**src/rtl/mem_arbiter_pkg.sv**
```systemverilog
// ============================================================================
// Module      : mem_arbiter_pkg
// Description : Shared types and constants for the I/D memory arbiter:
//               FSM state encodings, transaction owner codes and the
//               default memory-ack timeout length.
// Revision    : 1.0 - initial release
// ============================================================================
`default_nettype none

package mem_arbiter_pkg;

    // Arbiter FSM states
    typedef enum logic [0:0] {
        MA_IDLE = 1'b0,
        MA_BUSY = 1'b1
    } state_t;

    // Which requester owns the outstanding transaction
    typedef enum logic [0:0] {
        MA_OWN_I = 1'b0,
        MA_OWN_D = 1'b1
    } owner_t;

    // BUSY cycles without m_ack before an error response (0 = no timeout)
    localparam int TMO_CYC_DEFAULT = 64;

endpackage : mem_arbiter_pkg

`default_nettype wire

```
**src/rtl/mem_arbiter_tmo.sv**
```systemverilog
// ============================================================================
// Module      : mem_arbiter_tmo
// Description : Clear/enable saturating counter with terminal-count output,
//               used as the memory-ack timeout of mem_arbiter.
// Ports       : clk, rst (async, active-high)
//               clr  - synchronous clear to zero (wins over en)
//               en   - count enable
//               tc   - count has reached TMO_CYC-1 (always 0 if TMO_CYC==0)
// Revision    : 1.0 - initial release
// ============================================================================
`default_nettype none

module mem_arbiter_tmo
    import mem_arbiter_pkg::*;
#(
    parameter int TMO_CYC = TMO_CYC_DEFAULT
) (
    input  logic clk,
    input  logic rst,
    input  logic clr,
    input  logic en,
    output logic tc
);

    // Width $clog2(TMO_CYC+1), with a 1-bit floor for the disabled case
    localparam int CW = (TMO_CYC > 0) ? $clog2(TMO_CYC + 1) : 1;

    generate
        if (TMO_CYC == 0) begin : g_tmo_off
            assign tc = 1'b0;
        end else begin : g_tmo_on
            logic [CW-1:0] count;

            // Saturates at TMO_CYC so a stalled enable can never wrap
            // the count back through the terminal value.
            always_ff @(posedge clk or posedge rst) begin
                if (rst) begin
                    count <= '0;
                end else if (clr) begin
                    count <= '0;
                end else if (en && (count != CW'(TMO_CYC))) begin
                    count <= count + 1'b1;
                end
            end

            assign tc = (count == CW'(TMO_CYC - 1));
        end
    endgenerate

endmodule : mem_arbiter_tmo

`default_nettype wire

```
**src/rtl/mem_arbiter.sv**
```systemverilog
// ============================================================================
// Module      : mem_arbiter
// Description : Shares one variable-latency memory port between instruction
//               fetch (I) and load/store (D) requesters. One transaction
//               outstanding; request fields are latched on grant, the
//               response is routed back to the owner, and a memory-ack
//               timeout produces an error response.
// Ports       : clk, rst (async, active-high)
//               if_req/if_addr -> if_gnt (comb), if_rvalid/if_rdata/if_err
//               d_req/d_we/d_addr/d_wdata/d_be -> d_gnt (comb),
//                   d_rvalid/d_rdata/d_err
//               m_req/m_we/m_addr/m_wdata/m_be (registered), m_ack/m_rdata
// Config      : MEMARB_RR_EN defined   -> round-robin on contention
//               MEMARB_RR_EN undefined -> fixed priority, D beats I
// Revision    : 1.0 - initial release
// ============================================================================
`default_nettype none

module mem_arbiter
    import mem_arbiter_pkg::*;
#(
    parameter int AW      = 32,
    parameter int DW      = 32,
    parameter int TMO_CYC = TMO_CYC_DEFAULT
) (
    input  logic            clk,
    input  logic            rst,
    // instruction fetch port
    input  logic            if_req,
    input  logic [AW-1:0]   if_addr,
    output logic            if_gnt,
    output logic            if_rvalid,
    output logic [DW-1:0]   if_rdata,
    output logic            if_err,
    // load/store port
    input  logic            d_req,
    input  logic            d_we,
    input  logic [AW-1:0]   d_addr,
    input  logic [DW-1:0]   d_wdata,
    input  logic [DW/8-1:0] d_be,
    output logic            d_gnt,
    output logic            d_rvalid,
    output logic [DW-1:0]   d_rdata,
    output logic            d_err,
    // memory port
    output logic            m_req,
    output logic            m_we,
    output logic [AW-1:0]   m_addr,
    output logic [DW-1:0]   m_wdata,
    output logic [DW/8-1:0] m_be,
    input  logic            m_ack,
    input  logic [DW-1:0]   m_rdata
);

    state_t state;
    owner_t owner;
    logic   prefer_d;
    logic   pick_d;
    logic   tmo_tc;

`ifdef MEMARB_RR_EN
    owner_t last_gnt;
    // On contention the port that did not win last time goes first
    assign prefer_d = (last_gnt == MA_OWN_I);
`else
    assign prefer_d = 1'b1;
`endif

    assign pick_d = d_req & (~if_req | prefer_d);
    assign d_gnt  = (state == MA_IDLE) & pick_d;
    assign if_gnt = (state == MA_IDLE) & if_req & ~pick_d;

    mem_arbiter_tmo #(
        .TMO_CYC (TMO_CYC)
    ) u_tmo (
        .clk (clk),
        .rst (rst),
        .clr (state == MA_IDLE),
        .en  ((state == MA_BUSY) & ~m_ack),
        .tc  (tmo_tc)
    );

    always_ff @(posedge clk or posedge rst) begin
        if (rst) begin
            state     <= MA_IDLE;
            owner     <= MA_OWN_D;
`ifdef MEMARB_RR_EN
            last_gnt  <= MA_OWN_D;
`endif
            m_req     <= 1'b0;
            m_we      <= 1'b0;
            m_addr    <= '0;
            m_wdata   <= '0;
            m_be      <= '0;
            if_rvalid <= 1'b0;
            if_rdata  <= '0;
            if_err    <= 1'b0;
            d_rvalid  <= 1'b0;
            d_rdata   <= '0;
            d_err     <= 1'b0;
        end else begin
            // Responses are single-cycle pulses; rdata holds its last value
            if_rvalid <= 1'b0;
            if_err    <= 1'b0;
            d_rvalid  <= 1'b0;
            d_err     <= 1'b0;

            case (state)
                MA_IDLE: begin
                    if (d_gnt) begin
                        m_we    <= d_we;
                        m_addr  <= d_addr;
                        m_wdata <= d_wdata;
                        m_be    <= d_be;
                        owner   <= MA_OWN_D;
`ifdef MEMARB_RR_EN
                        last_gnt <= MA_OWN_D;
`endif
                        m_req   <= 1'b1;
                        state   <= MA_BUSY;
                    end else if (if_gnt) begin
                        m_we    <= 1'b0;
                        m_addr  <= if_addr;
                        m_wdata <= '0;
                        m_be    <= '0;
                        owner   <= MA_OWN_I;
`ifdef MEMARB_RR_EN
                        last_gnt <= MA_OWN_I;
`endif
                        m_req   <= 1'b1;
                        state   <= MA_BUSY;
                    end else begin
                        m_req   <= 1'b0;
                    end
                end

                MA_BUSY: begin
                    // An ack on the terminal-count cycle is a normal response
                    if (m_ack || tmo_tc) begin
                        if (owner == MA_OWN_D) begin
                            d_rvalid <= 1'b1;
                            d_err    <= ~m_ack;
                            d_rdata  <= (m_ack && !m_we) ? m_rdata : '0;
                        end else begin
                            if_rvalid <= 1'b1;
                            if_err    <= ~m_ack;
                            if_rdata  <= m_ack ? m_rdata : '0;
                        end
                        m_req <= 1'b0;
                        state <= MA_IDLE;
                    end
                end

                default: begin
                    m_req <= 1'b0;
                    state <= MA_IDLE;
                end
            endcase
        end
    end

endmodule : mem_arbiter

`default_nettype wire

```
**config.mk**
```make
export PLATFORM = sky130hd
export DESIGN_NAME = mem_arbiter
export DESIGN_NICKNAME = d
export VERILOG_FILES = /design/src/rtl/mem_arbiter_pkg.sv /design/src/rtl/mem_arbiter_tmo.sv /design/src/rtl/mem_arbiter.sv
export SDC_FILE = /design/constraint.sdc
export NUM_CORES = 1
export LEC_CHECK = 0
export CAP_MARGIN = 20
export CORE_ASPECT_RATIO = 1.2
export CORE_MARGIN = 2
export CORE_UTILIZATION = 35
export DETAILED_ROUTE_END_ITERATION = 10
export GPL_TIMING_DRIVEN = 1
export PLACE_DENSITY = 0.78
export SYNTH_ARGS = -nofsm -noshare
export SYNTH_HDL_FRONTEND = slang
export SYNTH_HIERARCHICAL = 1
export SYNTH_SLANG_ARGS = --single-unit
```
**constraint.sdc**
```tcl
create_clock -name clk -period 6.15 [get_ports clk]
set_clock_uncertainty 0.05 [all_clocks]
set_input_delay 1.5375 -clock clk [delete_from_list [all_inputs] [get_ports clk]]
set_output_delay 1.5375 -clock clk [all_outputs]
set_load 0.005 [all_outputs]
```
==> qor.csv <==
stage,metric,value,unit
outcome,status,completed,
setup_path,r2r-start,state,
sta,hold_violations,0,
yosys,synth-seq-area-share,61.4,%
yosys,ys.flop_type,dfrtp_1,
routing,wl,18400,um
clock_network,cts.clk_slew.worst_paths,0.07,ns
job,cap_violations,0,
setup_path,cp.arrival,2.87,ns
clock_network,clockBufferDepth,2,
setup_path,startpoint,d_req,
clock_network,cts_root_buf,clkbuf_16,
yosys,synth_edf_count,0,
routing,avgViaCountPerCell,4.86,
clock_network,cts.repair.resized,0,
cells_and_area,nFillCells,1502,
min_path,worst_hold_startpoint,d_rdata[21],
global_route,grt_usage,20.4,%
clock_network,clock_latency,0.41,ns
routing,first_pass_iters,4,
yosys,syn_area_per_cell,10.5,um2
sta,finalCritPeriodShare,72.4,%
yosys,synth_top_cell_by_area,dfrtp_1,
clock_network,numCtsBuffers,17,
setup_path,rrSetupSlack,3.67,ns
yosys,netlist.area_leader.share,61.0,%
setup_path,worstSetupPathType,in -> out,
power_and_ir_drop,power_leakage,4.04,nW
clock_network,cts-htree-levels,4,
die,die_area,0.0182,mm2
clock_network,numClockSinks,147,
sta,drv_slew,0,
place,place_area,0.00891,mm2
cells_and_area,syn_to_final_growth,59.0,%
yosys,syn_nets,712,
yosys,synth_area,0.00599,mm2
cells_and_area,drive_gt1_share,6.15,%
sta,whs,0.429,ns
setup_path,critPathRequiredTime,4.56,ns
setup_path,cp-start-kind,primary input,
min_path,hp-class,reg -> reg,
global_route,antenna_found_initial,2,
setup_path,crit_fanout,4,
setup_path,end_kind,primary output,
power_and_ir_drop,powerDensity,331,mW/mm2
die,start_util,35.6,%
setup_path,r2r_cells,5,
yosys,synth.most_common_cell,dfrtp_1,
sta,fin_crit,4.46,ns
place,gp_congestion,0.762,
global_route,grt_pass1_wl,28300,um
die,die_w,123,um
power_and_ir_drop,power,3.16,mW
sta,clock.fmax,224,MHz
yosys,synthArstFlopShare,100,%
global_route,grt-ovfl-total,0,
yosys,synthTopCellsByCount,"146 x dfrtp_1, 133 x nand2_1, 93 x o21ai_0",
sta,slew_headroom,36.9,%
global_route,grt_max_degree,110,
setup_path,rr_endpoint,m_wdata[11],
die,die_y,147,um
yosys,ys_warn_count,6,
routing,drt_iter0_markers,270,
clock_network,cts_tree,built,
cells_and_area,nNetsFinal,973,
die,core,0.0169,mm2
routing,ant_nets,0,
global_route,first_global_vias,5391,
yosys,synth_area_leaders,"dfrtp_1 61%, nand2_1 8.3%, o21ai_0 7.8%",
yosys,synth-seq-cells,147,
clock_network,cts_setup_buffers,0,
cells_and_area,final_area,0.00953,mm2
sta,setup_tns,0,ns
cells_and_area,fin_util,56.5,%
sta,rsz0062_at_grt,false,
setup_path,worstSetupEndpoint,d_gnt,
power_and_ir_drop,ir_drop,0.191,mV
routing,wl_per_cell,17.3,um
routing,drc,0,
place,port-buffer-count,277,
place,dpl.hpwl,12700,um
die,io_pins,278,
yosys,yosysUniqueCellTypes,31,
sta,worst_pin_slew,0.946,ns
sta,finalSetupViolCount,0,
clock_network,cts_hold_buf,0,
die,rows,52,
yosys,postSynthCellCount,572,
routing,vias,5164,
==> worst min-delay path by stage <==
stage	to	slack [ns]	cells past startpoint
global placement	d_rdata[24]	0.41	2
detailed placement	d_rdata[21]	0.42	2
floorplan	d_rdata[10]	0.42	2
global route	d_rdata[16]	0.45	2
finish	d_rdata[21]	0.43	2
CTS	d_rdata[24]	0.43	2
==> cell usage in the layout, fill, tap and decap left out, types with 2 or more instances in the layout <==
| cell | count |
|---|---|
| a21oi_1 | 3 |
| a22o_1 | 37 |
| buf_4 | 9 |
| clkbuf_16 | 17 |
| clkdlybuf4s50_1 | 277 |
| clkinv_4 | 5 |
| dfrtp_1 | 146 |
| ha_1 | 2 |
| inv_1 | 8 |
| inv_6 | 6 |
| inv_8 | 2 |
| mux2i_1 | 33 |
| nand2_1 | 133 |
| nand2b_1 | 3 |
| nand4_1 | 3 |
| nor2_1 | 8 |
| nor2b_4 | 2 |
| o21ai_0 | 93 |
| o21ai_1 | 37 |
| or3_1 | 2 |
| xor2_1 | 2 |
==> cell type report <==
class / instances / area (um2) / area share [%]
tap: 216 / 270 / 2.84
multi-input combinational: 371 / 2080 / 21.8
clock inverter: 15 / 164 / 1.72
antenna: 1 / 2.50 / 0.0263
sequential: 147 / 3680 / 38.6
inverter: 9 / 38.8 / 0.407
clock buffer: 17 / 425 / 4.47
timing repair buffer: 287 / 2870 / 30.1
==> critical path, cell delays in order <==
cell             delay [ns]
clkdlybuf4s50_1        0.54
nor2b_4                0.24
clkdlybuf4s50_1        0.54
==> report_power, final <==
group	switching, mW	internal (mW)
clock	0.454	0.575
sequential	0.123	1.17
combinational	0.319	0.520
==> layer usage <==
layer / part of all wire, % / vias to the layer above / track usage [%] / routed length (um)
met5: 0 / - / 0 / 0
met4: 1.4 / 0 / 5.51 / 253
met3: 11 / 15 / 9.08 / 1960
met2: 48 / 204 / 34.0 / 8820
met1: 40 / 2468 / 23.6 / 7330
li1: - / 2477 / - / -
==> registers in the layout (all words and copies together), names as in the netlist <==
name                  cells
d_err                     1
d_rdata                  32
d_rvalid                  1
if_err                    1
if_rdata                 32
if_rvalid                 1
m_addr                   32
m_be                      4
m_req                     1
m_wdata                  32
m_we                      1
owner                     1
state                     1
u_tmo/g_tmo_on.count      7
==> logic make-up after synthesis <==
| logic type | count (synthesis) | synth area share [%] |
|---|---|---|
| AOI/OAI and AO/OA | 177 | 17.5 |
| DFF | 147 | 61.4 |
| muxes | 34 | 5.70 |
| buffers and inverters | 54 | 4.24 |
| xor gates and xnor gates | 2 | 0.292 |
| and+or+nand+nor | 156 | 10.5 |
| adders and majority gates | 2 | 0.418 |
==> metrics by stage <==
| stage | std cells | setup slack (ns) |
|---|---|---|
| 6_report | 1063 | 1.69 |
| 2_1_floorplan | 572 | 0.811 |
| 4_1_cts | 1061 | 1.68 |
| 3_3_place_gp | 1029 | 1.70 |
| 3_5_place_dp | 1029 | 1.69 |
| 5_1_grt | 1063 | 1.65 |
No activity file was read; power rests on OpenSTA's default activity.
